### src/rtl/riscv_defines.sv
// riscv_defines: shared state, owner and width definitions for the core memory path
package riscv_defines;

    localparam int RISCV_ADDR_WIDTH = 32;

    typedef enum logic [1:0] {ARB_IDLE, ARB_REQ, ARB_WAIT} arb_state_e;

    typedef enum logic {OWN_IF, OWN_LSU} arb_owner_e;

endpackage

### src/rtl/mem_arbiter.sv
// mem_arbiter: shares one memory port between fetch and LSU, one transaction at a time, LSU first
module mem_arbiter
    import riscv_defines::*;
#(
    parameter int ADDR_WIDTH = RISCV_ADDR_WIDTH,
    parameter int DATA_WIDTH = 32,
    parameter int TIMEOUT    = 255
) (
    input  logic                    clk,
    input  logic                    rst,
    input  logic                    if_req_i,
    input  logic [ADDR_WIDTH-1:0]   if_addr_i,
    output logic                    if_gnt_o,
    output logic                    if_rvalid_o,
    output logic [DATA_WIDTH-1:0]   if_rdata_o,
    output logic                    if_err_o,
    input  logic                    lsu_req_i,
    input  logic                    lsu_we_i,
    input  logic [DATA_WIDTH/8-1:0] lsu_be_i,
    input  logic [ADDR_WIDTH-1:0]   lsu_addr_i,
    input  logic [DATA_WIDTH-1:0]   lsu_wdata_i,
    output logic                    lsu_gnt_o,
    output logic                    lsu_rvalid_o,
    output logic [DATA_WIDTH-1:0]   lsu_rdata_o,
    output logic                    lsu_err_o,
    output logic                    mem_req_o,
    output logic                    mem_we_o,
    output logic [DATA_WIDTH/8-1:0] mem_be_o,
    output logic [ADDR_WIDTH-1:0]   mem_addr_o,
    output logic [DATA_WIDTH-1:0]   mem_wdata_o,
    input  logic                    mem_gnt_i,
    input  logic                    mem_rvalid_i,
    input  logic                    mem_err_i,
    input  logic [DATA_WIDTH-1:0]   mem_rdata_i,
    output logic                    busy_o
);

    localparam int CW = $clog2(TIMEOUT + 1);

    arb_state_e    r_state, w_state_nxt;
    arb_owner_e    r_owner, w_owner_nxt;
    logic [CW-1:0] r_cnt;
    logic          w_own_lsu, w_req, w_gnt, w_done, w_err;

    // Owner selection, bus mux, response routing and next-state; everything is forced low in reset
    always_comb begin
        w_state_nxt  = r_state;
        w_owner_nxt  = r_owner;
        w_own_lsu    = (r_state == ARB_IDLE) ? lsu_req_i : (r_owner == OWN_LSU);
        w_req        = !rst && (r_state != ARB_WAIT) && (w_own_lsu ? lsu_req_i : if_req_i);
        w_gnt        = w_req && mem_gnt_i;
        w_done       = !rst && (r_state == ARB_WAIT) && (mem_rvalid_i || r_cnt == CW'(TIMEOUT));
        w_err        = mem_rvalid_i ? mem_err_i : 1'b1;
        if (r_state == ARB_IDLE && w_req)
            w_owner_nxt = w_own_lsu ? OWN_LSU : OWN_IF;
        if (r_state != ARB_WAIT)
            w_state_nxt = w_gnt ? ARB_WAIT : (w_req ? ARB_REQ : ARB_IDLE);
        else if (w_done)
            w_state_nxt = ARB_IDLE;
        mem_req_o    = w_req;
        mem_we_o     = !rst && w_own_lsu && lsu_we_i;
        mem_be_o     = rst ? '0 : (w_own_lsu ? lsu_be_i : '1);
        mem_addr_o   = rst ? '0 : (w_own_lsu ? lsu_addr_i : if_addr_i);
        mem_wdata_o  = (rst || !w_own_lsu) ? '0 : lsu_wdata_i;
        if_gnt_o     = w_gnt && !w_own_lsu;
        lsu_gnt_o    = w_gnt && w_own_lsu;
        if_rvalid_o  = w_done && (r_owner == OWN_IF);
        lsu_rvalid_o = w_done && (r_owner == OWN_LSU);
        if_err_o     = if_rvalid_o && w_err;
        lsu_err_o    = lsu_rvalid_o && w_err;
        if_rdata_o   = rst ? '0 : mem_rdata_i;
        lsu_rdata_o  = rst ? '0 : mem_rdata_i;
        busy_o       = !rst && (r_state != ARB_IDLE);
    end

    // State, owner and response-timeout counter; the counter only runs while waiting for rvalid
    always_ff @(posedge clk) begin
        if (rst) begin
            r_state <= ARB_IDLE;
            r_owner <= OWN_IF;
            r_cnt   <= '0;
        end else begin
            r_state <= w_state_nxt;
            r_owner <= w_owner_nxt;
            r_cnt   <= (r_state == ARB_WAIT) ? r_cnt + 1'b1 : '0;
        end
    end

endmodule

### config.mk
export PLATFORM = sky130hd
export DESIGN_NAME = mem_arbiter
export DESIGN_NICKNAME = d
export VERILOG_FILES = /design/src/rtl/riscv_defines.sv /design/src/rtl/mem_arbiter.sv
export SDC_FILE = /design/constraint.sdc
export NUM_CORES = 1
export LEC_CHECK = 0
export ABC_AREA = 1
export BUFFER_PORTS_ARGS = -buffer_cell sky130_fd_sc_hd__buf_2
export CORE_AREA = 3 3 108 110
export CTS_CLUSTER_SIZE = 28
export DETAILED_ROUTE_END_ITERATION = 16
export DIE_AREA = 0 0 111 113
export PLACE_DENSITY = 0.57
export SETUP_SLACK_MARGIN = 0.1
export SLEW_MARGIN = 10
export SYNTH_ARGS = -nofsm -noshare
export SYNTH_HDL_FRONTEND = slang
export SYNTH_SLANG_ARGS = --single-unit
### constraint.sdc
create_clock -name clk -period 2.97 [get_ports clk]
set_input_delay 0 -clock clk [delete_from_list [all_inputs] [get_ports clk]]
set_output_delay 0 -clock clk [all_outputs]
set_load 0.01 [all_outputs]
==> flow_summary_export.csv <==
group,metric,value,unit
global_routing,grt_pass1_vias,2582,
logic_synthesis,yosysSeqAreaShare,12.2,%
setup_path,setup.worst_path.start,"r_state[1]",
hold_path,min_path_type,"input port to flip-flop",
timing,maxSlewViolCount,0,
setup_path,cp_max_fo,38,
setup_path,r2r_slack,1.21,ns
timing,final.setup.tns,0,ns
clock_tree,cts_max_path_buffers,2,
global_routing,grt-ovfl-total,0,
die,dieArea,0.0125,mm²
timing,hold_viol,0,
setup_path,r2r_cells,8,
global_routing,grt_max_degree,61,
logic_synthesis,synth_area_per_cell,4.95,µm²
timing,rsz0062_at_grt,"no",
die,die_width,111,µm
route,wirelength,8980,µm
setup_path,path_class,"flip-flop to primary output",
global_routing,grt_use_total,12.7,%
logic_synthesis,postSynthNetCount,506,
timing,fmax,491,MHz
die,core.rowCount,38,
die,die_h,113,µm
setup_path,required,2.97,ns
pwr,peakVddDrop,0.0846,mV
clock_tree,cts_resized,0,
setup_path,arrival,2.04,ns
route,ant_nets,0,
layout,drive_above_1_share,48.1,%
logic_synthesis,synth_edf_count,0,
die,core_area,0.0108,mm²
logic_synthesis,syn_inst,365,
logic_synthesis,ys_seq_elements,11,
layout,n_antenna_cell,0,
timing,slew_headroom,56.0,%
setup_path,startpoint_type,"flip-flop",
pwr,p_int,437,µW
clock_tree,clock_sinks,11,
timing,setup_viol,0,
setup_path,reg2reg_from,"r_state[1]",
clock_tree,htree_levels,1,
place,place_hpwl,7600,µm
logic_synthesis,synth_ff_type,"dfxtp_1",
global_routing,grt_pass1_wl,13000,µm
pwr,power_switching_share,42.4,%
timing,whs,0.0725,ns
route,wire_per_inst,12.1,µm
route,drcViolationCount,0,
pwr,p_sw,321,µW
place,routabilityCongestion,0.793,
global_routing,grt_antenna_before_repair,0,
clock_tree,ctsHoldBuffers,1,
route,num_vias,2860,
setup_path,worst_setup_path_end_kind,"primary output",
layout,fin_nets,745,
logic_synthesis,syn-cell-area,0.00181,mm²
timing,fin_crit,2.04,ns
clock_tree,cts_tree,"built",
pwr,power_leakage,0.00221,µW
clock_tree,cts_buffers,3,
setup_path,r2r_end,"r_owner",
timing,period_share,68.6,%
pwr,pwr-share-seq,20.5,%
setup_path,setup.worst_path.end,"mem_addr_o[20]",
pwr,combinationalPowerShare,59.6,%
logic_synthesis,yosysWarnings,0,
run_status,status,"finished, final reports clean",
clock_tree,clk_pin_slew,0.05,ns
timing,worst_slew_pin_slew,0.659,ns
clock_tree,insertion_delay,0.24,ns
clock_tree,root_buffer,"clkbuf_8",
route,first_iter_violations,102,
route,dr.pass1.iters,4,
die,initial_utilization,16.7,%
timing,finClkSkew,0.00433,ns
job,max_cap_viol_count,0,
logic_synthesis,synthArstFlopShare,0,%
clock_tree,cts_setup_buffers,0,
logic_synthesis,synth_cell_type_count,22,
die,pin_count,281,
route,viasPerCell,3.85,
place,numPortBuffers,280,
pwr,pwr-share-clk,19.9,%
pwr,powerDensity,243,mW/mm²
layout,syn_to_final_growth,72.6,%
[cell families (layout without fill, tap and decap cells)]
family | Yosys count | in the layout | synth area share [%]
xor gates and xnor gates | 1 | 1 | 0.485
and+or+nand+nor | 177 | 177 | 38.9
adders and majority gates | 1 | 1 | 0.693
buffers and inverters | 132 | 370 | 35.8
DFF | 11 | 11 | 12.2
AOI/OAI and AO/OA | 43 | 43 | 11.9
[state kept, by name, indices dropped and copies added, names as in the netlist]
name	flops
r_cnt	8
r_state	2
r_owner	1
[layer usage]
metal	global-route usage (%)	wire length [µm]
met5	0	0
met3	2.83	970
met2	23.3	4470
met1	14.9	3450
met4	3.04	90
[power by group through the flow]
stage	clock (µW)	combinational, µW	sequential [µW]
after floorplan	0	264	157
after detailed placement	0	457	159
final	151	451	156
after global placement	0	456	159
after global routing	165	506	156
after CTS	154	461	156
[cells in the final DEF, fill, tap and decap left out, drive strengths merged]
cell type	count
a21oi	36
buf	282
clkbuf	4
dfxtp	11
dlygate4sd3	1
ha	1
inv	83
nand2	80
nand3	6
nand3b	1
nand4	1
nor2	84
nor3	4
nor3b	1
o21ai	7
xnor2	1
[final cells by class]
class	count	area [µm²]
Timing Repair Buffer	283	1430
Multi-Input combinational cell	222	938
Tap cell	140	175
Fill cell	1292	7680
Inverter	83	312
Clock buffer	4	45.0
Sequential cell	11	220
[worst max-delay path, cell delays in order, from the launching register on]
cell	delay (ns)
dfxtp_1	0.31
inv_1	0.07
nand2_1	0.07
nand2_2	0.09
nand2_4	0.23
inv_2	0.59
nand2_1	0.12
a21oi_1	0.15
buf_2	0.15
[how the worst min path moves through the flow]
stage / end / slack, ns / cells after the start / startpoint
2_1_floorplan: r_state[0] / 0.07 / 1 / mem_gnt_i
3_3_place_gp: r_state[0] / 0.18 / 2 / mem_gnt_i
3_5_place_dp: r_state[0] / 0.19 / 2 / mem_gnt_i
4_1_cts: r_owner / 0.08 / 4 / if_req_i
5_1_grt: r_state[1] / 0.09 / 2 / rst
6_report: r_state[1] / 0.07 / 2 / rst
[cells in the mapped netlist (2+ instances only)]
cell type / instances / area (µm²)
a21oi_1: 36 / 180
buf_2: 10 / 50.1
buf_4: 33 / 248
buf_6: 2 / 22.5
clkbuf_1: 4 / 15.0
dfxtp_1: 11 / 220
inv_1: 82 / 308
nand2_1: 77 / 289
nand2_2: 2 / 12.5
nand3_1: 6 / 30.0
nor2_1: 83 / 312
nor3_1: 4 / 20.0
o21ai_0: 3 / 15.0
o21ai_1: 4 / 20.0
[per-stage QoR]
| step | area (µm²) | instances | worst slack (ns) | util, % | power (µW) |
|---|---|---|---|---|---|
| global placement | 3060 | 738 | 1.15 | 28.4 | 615 |
| global route | 3120 | 743 | 0.617 | 28.9 | 826 |
| floorplan | 1810 | 365 | 1.68 | - | 421 |
| finish | 3120 | 743 | 0.932 | 28.9 | 758 |
| detailed placement | 3060 | 738 | 1.14 | 28.4 | 615 |
| CTS | 3120 | 743 | 0.876 | 28.9 | 771 |
No activity file was read; power rests on OpenSTA's default activity.
